File: config.mk
export PLATFORM = sky130hd
export DESIGN_NAME = mem_lsu_master
export DESIGN_NICKNAME = d
export VERILOG_FILES = /design/src/rtl/mem_lsu_master.sv
export SDC_FILE = /design/constraint.sdc
export NUM_CORES = 1
export LEC_CHECK = 0
export ABC_AREA = 1
export CORE_UTILIZATION = 45
export CTS_CLUSTER_SIZE = 40
export DETAILED_ROUTE_END_ITERATION = 8
export GPL_ROUTABILITY_DRIVEN = 0
export PLACE_DENSITY = 0.81
export SYNTH_ARGS = -nofsm -noshare
export SYNTH_HDL_FRONTEND = slang
export SYNTH_SLANG_ARGS = --single-unit
File: constraint.sdc
create_clock -name clk -period 1.8 [get_ports clk]
set_input_delay 0.18 -clock clk [delete_from_list [all_inputs] [get_ports clk]]
set_output_delay 0.18 -clock clk [all_outputs]
set_load 0.02 [all_outputs]
File: src/rtl/mem_lsu_master.sv
// Load/store initiator for a word-wide synchronous memory port.
// One RV32I load/store per handshake; returns extended load data or an access error.
module mem_lsu_master #(
   parameter int ADDR_WIDTH = 32
) (
   input  logic                  clk,
   input  logic                  rst,
   input  logic                  req_valid_i,
   output logic                  req_ready_o,
   input  logic                  req_we_i,
   input  logic [2:0]            req_funct3_i,
   input  logic [ADDR_WIDTH-1:0] req_addr_i,
   input  logic [31:0]           req_wdata_i,
   output logic                  rsp_valid_o,
   input  logic                  rsp_ready_i,
   output logic [31:0]           rsp_rdata_o,
   output logic                  rsp_err_o,
   output logic [ADDR_WIDTH-1:0] mem_addr_o,
   output logic                  mem_rstrb_o,
   input  logic [31:0]           mem_rdata_i,
   output logic [3:0]            mem_wmask_o,
   output logic [31:0]           mem_wdata_o
);

   typedef enum logic [1:0] {IDLE, ISSUE, WAIT, RESP} state_t;

   state_t                state_q;
   logic                  we_q;
   logic [2:0]            funct3_q;
   logic [ADDR_WIDTH-1:0] addr_q;
   logic [31:0]           wdata_q;
   logic                  rstrb_q;
   logic [3:0]            wmask_q;
   logic                  rsp_valid_q;
   logic                  rsp_err_q;
   logic [31:0]           rsp_rdata_q;

   logic                  req_err_d;
   logic [3:0]            wmask_d;
   logic [31:0]           wdata_d;
   logic [31:0]           shifted_d;
   logic [31:0]           load_data_d;

   // Decode of the incoming request: legality, alignment, lane mask and replicated data.
   always_comb begin
      req_err_d = 1'b0;
      wmask_d   = 4'b0000;
      wdata_d   = req_wdata_i;
      if (req_we_i) begin
         case (req_funct3_i)
            3'd0: begin
               wmask_d = 4'b0001 << req_addr_i[1:0];
               wdata_d = {4{req_wdata_i[7:0]}};
            end
            3'd1: begin
               wmask_d   = 4'b0011 << req_addr_i[1:0];
               wdata_d   = {2{req_wdata_i[15:0]}};
               req_err_d = req_addr_i[0];
            end
            3'd2: begin
               wmask_d   = 4'b1111;
               req_err_d = |req_addr_i[1:0];
            end
            default: req_err_d = 1'b1;
         endcase
      end else begin
         case (req_funct3_i)
            3'd0, 3'd4: req_err_d = 1'b0;
            3'd1, 3'd5: req_err_d = req_addr_i[0];
            3'd2:       req_err_d = |req_addr_i[1:0];
            default:    req_err_d = 1'b1;
         endcase
      end
   end

   always_comb begin
      shifted_d   = mem_rdata_i >> {addr_q[1:0], 3'b000};
      load_data_d = shifted_d;
      case (funct3_q)
         3'd0:    load_data_d = {{24{shifted_d[7]}}, shifted_d[7:0]};
         3'd1:    load_data_d = {{16{shifted_d[15]}}, shifted_d[15:0]};
         3'd4:    load_data_d = {24'd0, shifted_d[7:0]};
         3'd5:    load_data_d = {16'd0, shifted_d[15:0]};
         default: load_data_d = shifted_d;
      endcase
   end

   always_ff @(posedge clk) begin
      if (rst) begin
         state_q     <= IDLE;
         we_q        <= 1'b0;
         funct3_q    <= 3'd0;
         addr_q      <= '0;
         wdata_q     <= 32'd0;
         rstrb_q     <= 1'b0;
         wmask_q     <= 4'b0000;
         rsp_valid_q <= 1'b0;
         rsp_err_q   <= 1'b0;
         rsp_rdata_q <= 32'd0;
      end else begin
         case (state_q)
            IDLE: begin
               if (req_valid_i) begin
                  we_q        <= req_we_i;
                  funct3_q    <= req_funct3_i;
                  addr_q      <= req_addr_i;
                  wdata_q     <= wdata_d;
                  rsp_rdata_q <= 32'd0;
                  rsp_err_q   <= req_err_d;
                  if (req_err_d) begin
                     rsp_valid_q <= 1'b1;
                     state_q     <= RESP;
                  end else begin
                     if (req_we_i) wmask_q <= wmask_d;
                     else          rstrb_q <= 1'b1;
                     state_q <= ISSUE;
                  end
               end
            end
            ISSUE: begin
               rstrb_q <= 1'b0;
               wmask_q <= 4'b0000;
               if (we_q) begin
                  rsp_valid_q <= 1'b1;
                  state_q     <= RESP;
               end else begin
                  state_q <= WAIT;
               end
            end
            WAIT: begin
               rsp_rdata_q <= load_data_d;
               rsp_valid_q <= 1'b1;
               state_q     <= RESP;
            end
            RESP: begin
               if (rsp_ready_i) begin
                  rsp_valid_q <= 1'b0;
                  state_q     <= IDLE;
               end
            end
            default: state_q <= IDLE;
         endcase
      end
   end

   // Outputs are forced low while rst is high so a store caught in ISSUE cannot write at the rst edge.
   assign req_ready_o = ~rst & (state_q == IDLE);
   assign rsp_valid_o = ~rst & rsp_valid_q;
   assign rsp_rdata_o = rst ? 32'd0 : rsp_rdata_q;
   assign rsp_err_o   = ~rst & rsp_err_q;
   assign mem_addr_o  = rst ? '0 : {addr_q[ADDR_WIDTH-1:2], 2'b00};
   assign mem_rstrb_o = ~rst & rstrb_q;
   assign mem_wmask_o = rst ? 4'b0000 : wmask_q;
   assign mem_wdata_o = rst ? 32'd0 : wdata_q;

endmodule

==> impl_metrics.tcl <==
set metrics [dict create \
    status "completed" \
    grt_max_degree 47 \
    fp.dieH_um 115 \
    worstPathMaxFanout 2 \
    grt_pass1_wl_um 26700 \
    worst_setup_path_end_kind "primary output" \
    yosysWarnings 0 \
    met1_length_um 7500 \
    layout_setup_ws_ns 0.0607 \
    die_x_um 115 \
    drv_slew 0 \
    worstSetupPathType "reg2out" \
    fillers 1061 \
    slowest_delay_ns 0.65 \
    vias 6142 \
    crit_chain "inv_1 -> nor2_1 -> clkdlybuf4s50_1" \
    wl_per_cell_um 13.5 \
    dp_worst_setup_slack_ns 0.0447 \
    ys_ff_latch 109 \
    hold_violations 0 \
    clk_pin_slew_ns 0.07 \
    critical-path-top-delay-family "buffers and inverters" \
    synth_most_common_cell "inv_1" \
    drc_errors 0 \
    synth_top_cell_by_area "dfxtp_1" \
    synth-seq-area-share_pct 38.0 \
    area_growth_pct 45.1 \
    cts_setup_buffers 0 \
    viasPerCell 4.95 \
    power.density_nw_per_um2 1130 \
    nets 1175 \
    min_period_ns 1.74 \
    finalWirelength_um 16800 \
    yosys-top-cells-area "dfxtp_1, inv_1, nand2_1" \
    first_pass_iters 5 \
    core_sq_um 12200 \
    postRouteAntennaNets 0 \
    synth_edf_count 0 \
    min_period_over_period_pct 96.6 \
    clk_latency_ns 0.36 \
    start_util_pct 47.1 \
    grt_use_total_pct 25.6 \
    cts_resized 1 \
    synth_top_area_share_pct 38.0 \
    grt_pass1_vias 5634 \
    synth_async_sr_flop_share_pct 0 \
    crit_path_start_kind "flop" \
    place_hpwl_um 12200 \
    post-place-cells 1224 \
    cp_num_buf_inv 2 \
    p_leak_nw 3.55 \
    stdcell_area_sq_um 8340 \
    hold_class "in2reg" \
    htreeDepth 3 \
    cap_violations 0 \
    cp.required_ns 1.62 \
    peakVddDrop_mv 0.600 \
    clock-sinks 109 \
    port_buffers 205 \
    n_antenna_cell 0 \
    drive_above_1_share_pct 7.09 \
    worstHoldStart "rst" \
    wl_met2_um 7770 \
    netlist_area_sq_um 5750 \
    wl_met3_um 993 \
    slowest_stage "clkdlybuf4s50_1" \
    numCtsBuffers 9 \
    cts_tree "built" \
    avgSynthCellArea_sq_um 6.54 \
    ys_types 35 \
    multi_input_area_sq_um 2710 \
    fin_hold_ws_ns 0.233 \
    crit_arrival_ns 1.56 \
    setup_violations 0 \
    clk_path_buf_depth 2 \
    critPathLaunch "wmask_q[0]$_SDFFE_PP0P_" \
    fin_skew_ns 0.00404 \
    maxUsedRoutingLayer "met4" \
    postPlaceCellArea_sq_um 8050 \
    antenna_found_initial 0 \
    fmax_ghz 0.575 \
    syn_inst 879 \
    worstReg2RegStart "state_q[1]$_SDFFE_PP0P_" \
    regArea_sq_um 2180 \
    globalRouteOverflowTotal 0 \
    root_buffer "clkbuf_16" \
    io-pin-count 208 \
    holdBufCountCts 0 \
    die-area_sq_um 13200 \
    synth_commonest_cells "inv_1, nand2_1, nor2_1" \
    fin_cells 1240 \
    synthFlopType "dfxtp_1" \
    rows 40 \
    drt-initial-drc-count 478 \
]
==> cell families (layout without fill, tap and decap cells) <==
logic type               count (synthesis)  count (layout)  share of synthesized area [%]
flip-flops                             109             109                           38.0
AND/OR/NAND/NOR                        340             340                           25.1
other                                    1               2                         0.0652
adder cells (fa/ha/maj)                  4               4                          0.871
buffers and inverters                  220             412                           15.5
AO/OA/AOI/OAI                          205             205                           20.5
==> cells in the final DEF (no fill, tap or decap), types with 2 or more instances in the layout <==
cell type        count
nand3_1             55
nand4_1              2
clkbuf_16            9
nand2_1            146
o21ai_1             25
o22ai_1              8
nor2_1             116
conb_1               2
clkdlybuf4s50_1    203
inv_2                5
nand3_2              2
buf_12               7
inv_1              157
a32o_1               7
o21ai_0             75
ha_1                 3
nand2_4              2
o211ai_1            17
or2_2                9
nand2_2              2
a22o_1               9
dfxtp_1            109
buf_4               21
a21oi_1             59
nand2_8              2
clkbuf_1             2
==> worst register-to-register path: stages (launching register included) <==
cell and delay [ns]:
dfxtp_1 0.35, inv_1 0.11, ha_2 0.22, buf_4 0.16, nand2_8 0.10, o21ai_0 0.12, inv_1 0.09, buf_12 0.17
a22o_1 0.25
==> power breakdown <==
part,internal [W],switching (W)
Combinational,0.00171,0.00252
Sequential,0.00304,0.000214
Clock,0.000989,0.000938
==> layer usage <==
| layer | vias up | track usage (%) |
|---|---|---|
| met5 | - | 0 |
| met4 | 0 | 12.9 |
| li1 | 3150 | - |
| met3 | 41 | 3.69 |
| met2 | 221 | 41.6 |
| met1 | 2730 | 33.2 |
==> sequential cells by signal, summed over array words and instances, names as in the netlist <==
name / cells
addr_q: 32
funct3_q: 3
rsp_err_q: 1
rsp_rdata_q: 32
rsp_valid_q: 1
rstrb_q: 1
state_q: 2
wdata_q: 32
we_q: 1
wmask_q: 4
==> layout make-up <==
| class | count | area share [%] |
|---|---|---|
| Multi-Input combinational cell | 551 | 32.5 |
| Clock buffer | 12 | 2.95 |
| Clock inverter | 4 | 0.390 |
| Timing Repair Buffer | 233 | 28.1 |
| Tap cell | 168 | 2.52 |
| Inverter | 163 | 7.36 |
| Sequential cell | 109 | 26.2 |
==> through the flow <==
step | utilization [%] | total power, W | setup TNS (ns)
floorplan | - | 0.00594 | 0
global placement | 65.9 | 0.00741 | 0
detailed placement | 65.9 | 0.00748 | 0
CTS | 68.2 | 0.00943 | 0
global route | 68.3 | 0.0101 | -0.0690
finish | 68.3 | 0.00942 | 0
==> final timing paths <==
check                                 endpoint  slack (ns)  cells past startpoint
setup / recovery                mem_wmask_o[0]        0.06                      3
hold / removal        wdata_q[17]$_SDFFE_PP0P_        0.23                      2
setup reg to reg  rsp_rdata_q[14]$_SDFFE_PP0P_        0.13                      8
hold reg to reg        wdata_q[7]$_SDFFE_PP0P_        0.45                      2
Note: power is estimated with default switching activity, not from simulation.
